`src/rtl/pwm_mode_switch.sv`:
```
// Auto/manual PWM selector between an RC receiver and an MCU PWM generator.
//
// Auto mode is requested from the decoded width of the enable channel. Entry
// uses threshold hysteresis and needs CONFIRM consecutive qualifying strobes.
// Exit needs a single low sample. If pw_valid stops arriving, a loss-of-signal
// timeout fires. Each output line changes source only while both of its
// sources are low, so a pulse is never cut short or merged with another.
//
// Optional build macro: PWM_SWITCH_FAILSAFE_AUTO_EN
//   defined   - loss-of-signal forces AUTO (the MCU takes over)
//   undefined - loss-of-signal forces MANUAL (the receiver keeps control)
//
// Ports:
//   clk          system clock
//   rst          synchronous reset, active-high
//   rcv_chan     receiver PWM lines            [NUM_CH]
//   mcu_chan     MCU PWM lines                 [NUM_CH]
//   pulwid_en    decoded enable-channel width  [PW_W]
//   pulwid_alter decoded alter-channel width   [PW_W]
//   pw_valid     one-cycle strobe, both widths new this cycle
//   chan         switched PWM outputs          [NUM_CH]
//   trigger      1 = auto mode requested (registered)
//   alter        registered alter decision
//   sel_done     every channel select equals trigger
//   sig_lost     loss-of-signal flag
module pwm_mode_switch #(
    parameter int unsigned NUM_CH      = 4,
    parameter int unsigned PW_W        = 8,
    parameter int unsigned EN_THRESH   = 150,
    parameter int unsigned HYST        = 10,
    parameter int unsigned CONFIRM     = 5,
    parameter int unsigned ALT_THRESH  = 150,
    parameter int unsigned TIMEOUT_CYC = 1000000
) (
    input  logic              clk,
    input  logic              rst,
    input  logic [NUM_CH-1:0] rcv_chan,
    input  logic [NUM_CH-1:0] mcu_chan,
    input  logic [PW_W-1:0]   pulwid_en,
    input  logic [PW_W-1:0]   pulwid_alter,
    input  logic              pw_valid,
    output logic [NUM_CH-1:0] chan,
    output logic              trigger,
    output logic              alter,
    output logic              sel_done,
    output logic              sig_lost
);

    localparam int unsigned ConfW = $clog2(CONFIRM + 1);
    localparam int unsigned ToW   = $clog2(TIMEOUT_CYC + 1);

    localparam logic [PW_W-1:0]  EnThresh  = PW_W'(EN_THRESH);
    localparam logic [PW_W-1:0]  EnRelease = PW_W'(EN_THRESH - HYST);
    localparam logic [PW_W-1:0]  AltThresh = PW_W'(ALT_THRESH);
    localparam logic [ConfW-1:0] ConfMax   = ConfW'(CONFIRM);
    localparam logic [ToW-1:0]   ToMax     = ToW'(TIMEOUT_CYC);

    typedef enum logic [1:0] {StManual, StArming, StAuto} state_e;

`ifdef PWM_SWITCH_FAILSAFE_AUTO_EN
    localparam state_e LossState = StAuto;
`else
    localparam state_e LossState = StManual;
`endif

    state_e             state_q, state_d;
    logic [ConfW-1:0]   conf_q, conf_d;
    logic [ToW-1:0]     to_q, to_d;
    logic               trigger_q, alter_q, alter_d, lost_q, lost_d;
    logic [NUM_CH-1:0]  sel_q;
    logic               en_hi, en_lo, loss;

    assign en_hi = (pulwid_en >= EnThresh);
    assign en_lo = (pulwid_en < EnRelease);

    always_comb begin
        state_d = state_q;
        conf_d  = conf_q;
        alter_d = alter_q;
        lost_d  = lost_q;

        // Saturating silence counter; any strobe clears it.
        if (pw_valid) begin
            to_d = '0;
        end else if (to_q != ToMax) begin
            to_d = to_q + ToW'(1);
        end else begin
            to_d = to_q;
        end
        // A strobe in the cycle the count would saturate wins over the timeout.
        loss = !pw_valid && (to_d == ToMax);

        if (pw_valid) begin
            lost_d  = 1'b0;
            alter_d = (pulwid_alter >= AltThresh);
            unique case (state_q)
                StManual: begin
                    if (en_hi) begin
                        if (CONFIRM == 1) begin
                            state_d = StAuto;
                            conf_d  = '0;
                        end else begin
                            state_d = StArming;
                            conf_d  = ConfW'(1);
                        end
                    end
                end
                StArming: begin
                    if (!en_hi) begin
                        state_d = StManual;
                        conf_d  = '0;
                    end else if (conf_q + ConfW'(1) == ConfMax) begin
                        state_d = StAuto;
                        conf_d  = '0;
                    end else begin
                        conf_d = conf_q + ConfW'(1);
                    end
                end
                StAuto: begin
                    if (en_lo) begin
                        state_d = StManual;
                    end
                end
                default: begin
                    state_d = StManual;
                    conf_d  = '0;
                end
            endcase
        end else if (loss) begin
            lost_d  = 1'b1;
            alter_d = 1'b0;
            conf_d  = '0;
            state_d = LossState;
        end
    end

    always_ff @(posedge clk) begin
        if (rst) begin
            state_q   <= StManual;
            conf_q    <= '0;
            to_q      <= '0;
            trigger_q <= 1'b0;
            alter_q   <= 1'b0;
            lost_q    <= 1'b0;
            sel_q     <= '0;
        end else begin
            state_q   <= state_d;
            conf_q    <= conf_d;
            to_q      <= to_d;
            trigger_q <= (state_d == StAuto);
            alter_q   <= alter_d;
            lost_q    <= lost_d;
            // A channel follows trigger only in a gap where both sources are low.
            for (int i = 0; i < int'(NUM_CH); i++) begin
                if (!rcv_chan[i] && !mcu_chan[i]) begin
                    sel_q[i] <= trigger_q;
                end
            end
        end
    end

    always_comb begin
        for (int i = 0; i < int'(NUM_CH); i++) begin
            chan[i] = sel_q[i] ? mcu_chan[i] : rcv_chan[i];
        end
    end

    assign trigger  = trigger_q;
    assign alter    = alter_q;
    assign sig_lost = lost_q;
    assign sel_done = (sel_q == {NUM_CH{trigger_q}});

endmodule

```
`config.mk`:
```
export PLATFORM = sky130hd
export DESIGN_NAME = pwm_mode_switch
export DESIGN_NICKNAME = d
export VERILOG_FILES = /design/src/rtl/pwm_mode_switch.sv
export SDC_FILE = /design/constraint.sdc
export NUM_CORES = 1
export LEC_CHECK = 0
export CORE_MARGIN = 2
export CORE_UTILIZATION = 52
export CTS_CLUSTER_DIAMETER = 100
export DETAILED_ROUTE_END_ITERATION = 16
export PLACE_DENSITY = 0.79
export SKIP_LAST_GASP = 1
export SYNTH_ARGS = -nofsm -noshare
export SYNTH_HDL_FRONTEND = slang
export SYNTH_SLANG_ARGS = --single-unit
```
`constraint.sdc`:
```
create_clock -name clk -period 3.1 [get_ports clk]
set_input_delay 0.31 -clock clk [delete_from_list [all_inputs] [get_ports clk]]
set_output_delay 0.31 -clock clk [all_outputs]
set_load 0.1 [all_outputs]
```
======== Word-level counts from Yosys, hierarchy flattened ========
Index checks and enable logic that the tools add are counted.
word-level totals
  register bits ........................... 32
  latch bits .............................. 0
  memory bits (writable) .................. 0
  ROM bits ................................ 0
  input bits .............................. 27
  output and inout port bits .............. 8
  word-level logic and storage cells ...... 63
  memories kept ........................... 0
operators by class
  $add $sub $neg .......................... 2
  $mul .................................... 0
  divide/modulo/power cells ............... 0
  order comparisons ....................... 3
  equality and inequality tests ........... 9
  shift-type cells ........................ 0
  multiplexer cells ....................... 21
  bitwise gates (word level) .............. 0
  reduce and logical (&&, ||, !) cells .... 18
operator list
  kind                   number
  $mux 20                2
  $add 20x1->20 const B  1
  $eq 20x20->1 const B   1
  $ne 20x20->1 const B   1
  $ge 8x8->1 const B     2
  $mux 3                 5
  $mux 2                 6
  $logic_not 1->1        9
  $pmux 3 s3             1
  $lt 8x8->1 const B     1
  $mux 1                 6
  $pmux 2 s3             1
  $logic_and 1x1->1      5
  $eq 2x2->1 const B     2
  $eq 4x4->1             1
  $add 3x1->3 const B    1
  $eq 3x3->1 const B     1
  $ne 3x3->1 const B     1
  $reduce_and 3->1       1
  $eq 2x1->1 const B     1
  $logic_not 2->1        1
  $ne 2x2->1 const B     1
  $reduce_bool 2->1      1
  $reduce_or 2->1        1

======== Logic depth before layout (Yosys ltp) ========
Gate-level depths: netlist of the first run.
  depth in word-level cells ............... 8
  depth in mapped cells ................... 8
  depth with buffers taken out ............ 7

======== Worst setup path before layout of the first run ========
OpenSTA, ideal clock, no wires.
  kind .................................... register to output
  start point ............................. reg trigger_q (netlist: trigger)
  end point ............................... out sel_done
  data arrival time ....................... 3.407 ns
  required time ........................... 2.790 ns
  path slack .............................. -0.617 ns
  stages on the path, launching flop included .. 3
  buffers on the path ..................... 0
  cells stage by stage .................... dfxtp_1 -> or4_1 -> o21ai_0
on the way
  cells in the longest elaborated chain, start to end .. 1
ends and longest elaborated chain
  element                 RTL line  RTL
  from (decl)             69        logic trigger_q, alter_q, alter_d, lost_q, lost_d;
  from (signal assigned)  150       trigger_q <= (state_d == StAuto);
  $eq 4x4->1              171       assign sel_done = (sel_q == {NUM_CH{trigger_q}});
  to (decl)               45        output logic sel_done,
No other way between the ends.

======== Final worst setup path of the first run ========
  start point ............................. reg to_q[0]
  end point ............................... reg conf_q[0]
on the way
  cells in the longest elaborated chain, start to end .. 7
  elaborated cells between the ends (all ways) .. 8
  those cells by class .................... 1 x add/sub; 2 x eq/ne; 2 x mux; 3 x reduce/logical
ends and longest elaborated chain
  element                                        RTL line  RTL
  from (decl)                                    68        logic [ToW-1:0] to_q, to_d;
  from (signal assigned)                         149       to_q <= to_d;
  $add 20x1->20 or $ne 20x20->1 (tied branches)  86, 85
  $mux 20 *                                      85        end else if (to_q != ToMax) begin
  $mux 20 *                                      83        if (pw_valid) begin
  $eq 20x20->1 *                                 91        loss = !pw_valid && (to_d == ToMax);
  $logic_and 1x1->1 *                            91
  $reduce_bool 2->1 (no line) *                  n/a
  $reduce_and 3->1 (no line) *                   n/a
  to (signal assigned)                           148       conf_q <= conf_d;
  to (decl)                                      67        logic [ConfW-1:0] conf_q, conf_d;
Every way passes the cells marked *; elsewhere a longest branch is shown, timed or not.
A chain may end at the register's enable or synchronous reset.

==> results of run 1 <==
## placed cells by master (no fill, tap or decap), types with 3 or more instances in the layout
master	n
xor2_1	13
a21oi_1	12
or3_1	3
and3_2	3
o21ai_0	9
buf_4	7
nor3_1	3
clkbuf_8	6
ha_1	4
mux2_2	4
clkdlybuf4s50_1	26
nand4_1	6
inv_1	8
xnor2_1	5
nand2_1	19
nand3_1	12
and3_1	4
nor2_1	33
nor2b_1	6
a21o_1	4
dfxtp_1	32
o31ai_1	4
## flip-flops by register name, summed over array words and instances, names as in the netlist
register	flops
sig_lost	1
state_q	2
alter	1
trigger	1
sel_q	4
conf_q	3
to_q	20
## kinds of logic (layout without fill, tap and decap cells)
| family | count (synthesis) | count (layout) | share of synthesized area, % |
|---|---|---|---|
| buf+inv | 18 | 49 | 5.05 |
| mux | 6 | 6 | 3.28 |
| fa+ha+maj | 4 | 4 | 2.53 |
| flops | 32 | 32 | 32.3 |
| xor+xnor | 18 | 18 | 7.95 |
| compound gates | 49 | 49 | 18.2 |
| simple gates | 111 | 111 | 30.7 |
## worst max-delay path, cell delays in order, from the launching register on
cell and delay (ns):
dfxtp_1 0.52, ha_1 0.33, nand3_1 0.15, nor2_1 0.27, nand2_1 0.14, o311a_1 0.39
nor4_2 0.53, a311oi_1 0.16
## layer usage
layer,vias up,share of wire (%),global-route usage (%)
li1,919,-,-
met1,850,49,29.6
met2,39,44,34.0
met3,8,4.8,4.79
met4,0,1.7,9.64
met5,-,0,0
## stage by stage
| step | hold WS [ns] | setup WS, ns | utilization, % | cells | total power, mW |
|---|---|---|---|---|---|
| detailed placement | 0.455 | 0.514 | 62.4 | 309 | 0.537 |
| CTS | 0.470 | 0.465 | 64.9 | 317 | 0.867 |
| global placement | 0.453 | 0.563 | 62.4 | 309 | 0.535 |
| floorplan | 0.469 | 0.133 | - | 238 | 0.489 |
| global route | 0.511 | 0.235 | 64.9 | 317 | 0.892 |
| finish | 0.472 | 0.465 | 64.9 | 317 | 0.860 |
## report_power, final
group          switching [mW]  total (mW)  leakage [nW]  internal [mW]
clock                   0.152       0.332        0.0455          0.181
sequential            0.00669       0.422         0.259          0.415
combinational          0.0588       0.106         0.580         0.0470
## worst max path at each step
stage / endpoint
after floorplan: sel_done
after global placement: conf_q[0]
after detailed placement: conf_q[0]
after CTS: conf_q[0]
after global routing: conf_q[0]
final: conf_q[0]
## layout make-up
| cell class | instances | area share (%) |
|---|---|---|
| timing repair buffer | 33 | 13.2 |
| inverter | 8 | 1.26 |
| tap | 48 | 2.53 |
| multi-input combinational | 188 | 52.3 |
| sequential | 32 | 27.0 |
| clock buffer | 8 | 3.79 |
==> flow_summary.yaml, run 1 <==
cells_and_area:
  final_cell_area_mm2: 0.00237
  multi_input_area_mm2: 0.00124
  antenna_cells: 0
  drive_gt1_share_pct: 11.9
  syn2layout_area_growth_pct: 19.8
  final_nets: 299
  fillers: 331
  regArea_um2: 641
detailed_routing:
  drc: 0
  ant_nets: 0
  drtPass1Iterations: 4
  vias_per_cell: 5.73
  postRouteWirelength_mm: 4.22
  wl_per_cell_um: 13.3
  first_iter_violations: 72
  num_vias: 1816
logic_synthesis:
  ys_async_sr_fraction_pct: 0
  yosysTopAreaCell: "dfxtp_1"
  ys_ff_latch: 32
  ys_warn_count: 0
  synth.distinct_cells: 63
  syn_inst: 238
  synth_top_area_share_pct: 32.3
  netlist_top_cells_area: "dfxtp_1, nor2_1, xor2_1"
  syn_area_mm2: 0.00198
  synth-edff-count: 0
  synth_most_common_cell: "nor2_1"
  postSynth.topFlopCell: "dfxtp_1"
  syn_nets: 269
  avgSynthCellArea_um2: 8.33
  synth_common_cells: "nor2_1, dfxtp_1, nand2_1"
  yosysSeqAreaShare_pct: 32.3
hold_path:
  hp-class: "flop to flop"
  whs_endpoint: "sig_lost"
  min-delay-start: "sig_lost"
  hold_depth: 1
die:
  ios: 35
  initial_utilization_pct: 54.1
  die_area_mm2: 0.00432
  fp.coreArea_mm2: 0.00366
  row_count: 22
  die_h_um: 65.7
  die_w_um: 65.7
timing:
  finalClockSkew_ns: 0.00396
  post-route-period-util_pct: 85.0
  min_period_ns: 2.64
  setup_viol: 0
  rsz0062_at_grt: "false"
  fmax_mhz: 379
  worst_pin_slew_ns: 0.962
  hold_violations: 0
  fin_setup_tns_ns: 0
  final_max_slew_viol_count: 0
  maxSlewHeadroom_pct: 35.7
setup_path:
  cp-end-kind: "flop"
  r2r_cells: 7
  rr_startpoint: "to_q[0]"
  worstPathArrival_ns: 2.78
  cp-start-kind: "flop"
  timing.rr.end: "conf_q[0]"
  cp_max_fo: 8
  critical_path_required_ns: 3.25
  worst-setup-path-type: "flop to flop"
  critPathLaunch: "to_q[0]"
  r2r_slack_ns: 0.46
clock_network:
  clockBufferDepth: 2
  cts_num_sinks: 32
  insertion_delay_ns: 0.28
  cts_tree: "done"
  cts_buffers: 5
  ctsRootBufferMaster: "clkbuf_8"
  cts_setup_buffers: 0
  h-tree-depth: 2
  cts-resized-gates: 0
  ctsHoldBuffers: 0
  cts.clk_slew.worst_paths_ns: 0.07
power:
  leakagePower_nw: 0.884
  ir_drop_mv: 0.273
  p_per_area_mw_per_mm2: 362
global_route:
  track_usage_pct: 22.1
  grt_pass1_wl_mm: 7.46
  gr-total-overflow: 0
  grt_max_degree: 20
  antenna_found_initial: 0
  grt_pass1_vias: 1649
placement:
  gp_congestion: 0.879
  io_buffer_count: 32
  post-dp-hpwl_mm: 3.05
  dpl_cell_area_mm2: 0.00228
run_status:
  status: "finished clean"
job:
  maxCapViolations: 0
(Power assumes the default switching activity.)
==> run 2, diff against run 1 <==
Settings changed: GPL_TIMING_DRIVEN set to 0.
==> flow_summary.yaml, run 2 (synthesized netlist as in run 1, its figures left out) <==
clock_network:
  cts.clk_slew.worst_paths_ns: 0.06
  insertion_delay_ns: 0.29
  h-tree-depth: 2
  cts_tree: "done"
  cts-resized-gates: 0
  clockBufferDepth: 2
  cts_num_sinks: 32
  cts_buffers: 5
  cts_setup_buffers: 0
  ctsHoldBuffers: 0
  ctsRootBufferMaster: "clkbuf_8"
placement:
  dpl.cell_count: 318
  gp_congestion: 0.922
  post-dp-hpwl_mm: 3.26
  io_buffer_count: 32
global_route:
  antenna_found_initial: 0
  track_usage_pct: 22.4
  grt_pass1_vias: 1672
  grt_max_degree: 11
  gr-total-overflow: 0
  grt_pass1_wl_mm: 7.47
die:
  initial_utilization_pct: 54.1
  ios: 35
  row_count: 22
  die_area_mm2: 0.00432
  fp.coreArea_mm2: 0.00366
  die_h_um: 65.7
  die_w_um: 65.7
power:
  p_per_area_mw_per_mm2: 352
  leakagePower_nw: 0.911
  ir_drop_mv: 0.307
timing:
  post-route-period-util_pct: 87.9
  setup_viol: 0
  fmax_mhz: 367
  hold_violations: 0
  worst_pin_slew_ns: 0.981
  min_period_ns: 2.73
  maxSlewHeadroom_pct: 34.4
  finalClockSkew_ns: 0.00556
  final_max_slew_viol_count: 0
  rsz0062_at_grt: "false"
  fin_setup_tns_ns: 0
cells_and_area:
  fillers: 323
  layout_commonest_cell: "nor2_1"
  final_nets: 308
  syn2layout_area_growth_pct: 23.7
  final_cells: 326
  largest_reg_flops: 20
  antenna_cells: 0
  drive_gt1_share_pct: 11.2
  reg_top3: "to_q x20, sel_q x4, conf_q x3"
  top_register: "to_q"
  layout_common_cells: "nor2_1, dfxtp_1, clkdlybuf4s50_1, nand2_1, xor2_1"
detailed_routing:
  first_iter_violations: 102
  drtPass1Iterations: 4
  drc: 0
  postRouteWirelength_mm: 4.36
  num_vias: 1847
  ant_nets: 0
  vias_per_cell: 5.67
  wl_per_cell_um: 13.4
setup_path:
  max_stage_delay_ns: 1.14
  worstPathArrival_ns: 2.42
  worstPathCellList: "or4_1, o21ai_1, clkdlybuf4s50_1"
  slowest_stage: "clkdlybuf4s50_1"
  cp-end-kind: "primary output"
  cp_max_fo: 7
  worst-setup-path-type: "flop to primary output"
  cp-start-kind: "flop"
  critical_path_required_ns: 2.79
hold_path:
  hp-class: "flop to flop"
job:
  maxCapViolations: 0
run_status:
  status: "finished clean"
run 2: area by class of cell:
| class | instances | area, um2 | area share (%) |
|---|---|---|---|
| Timing Repair Buffer | 32 | 320 | 13.1 |
| Sequential cell | 32 | 641 | 26.1 |
| Clock buffer | 8 | 90.1 | 3.67 |
| Inverter | 8 | 30.0 | 1.22 |
| Multi-Input combinational cell | 188 | 1240 | 50.6 |
| Buffer | 10 | 70.1 | 2.86 |
| Tap cell | 48 | 60.1 | 2.45 |
run 2: where the power goes:
part / switching [mW] / total (mW) / internal (mW)
clock: 0.153 / 0.334 / 0.181
sequential: 0.00660 / 0.422 / 0.415
combinational: 0.0595 / 0.109 / 0.0493
run 2: path summary, 6_finish.rpt:
| check | cells after the start | start | end | slack (ns) |
|---|---|---|---|---|
| worst min-delay path | 1 | sig_lost | sig_lost | 0.48 |
| worst min register to register | 1 | sig_lost | sig_lost | 0.48 |
| worst max-delay path | 3 | trigger | sel_done | 0.37 |
| worst max register to register | 7 | to_q[0] | alter | 0.47 |
run 2: stage by stage:
step / power, mW / setup slack [ns] / cell area, um2 / util (%) / hold slack (ns)
finish: 0.864 / 0.374 / 2450 / 67.0 / 0.476
detailed placement: 0.540 / 0.493 / 2360 / 64.5 / 0.465
floorplan: 0.489 / 0.133 / 1980 / - / 0.469
global placement: 0.538 / 0.498 / 2360 / 64.5 / 0.451
CTS: 0.872 / 0.357 / 2450 / 67.0 / 0.486
global route: 0.897 / 0.261 / 2450 / 67.0 / 0.518
run 2: per-layer routing:
| layer | GRT usage, % | wire length, um | vias to the layer above | share of wire (%) |
|---|---|---|---|---|
| met2 | 34.3 | 1960 | 66 | 45 |
| met4 | 9.90 | 102 | 0 | 2.3 |
| met3 | 5.31 | 277 | 11 | 6.4 |
| li1 | - | - | 940 | - |
| met5 | 0 | 0 | - | 0 |
| met1 | 29.7 | 2020 | 830 | 46 |
run 2: critical path: cells and delay by family, from the launching register on:
family | cells | cell delay [ns]
DFF | 1 | 0.36
buffers and inverters | 1 | 1.14
AOI/OAI and AO/OA | 1 | 0.12
and+or+nand+nor | 1 | 0.51
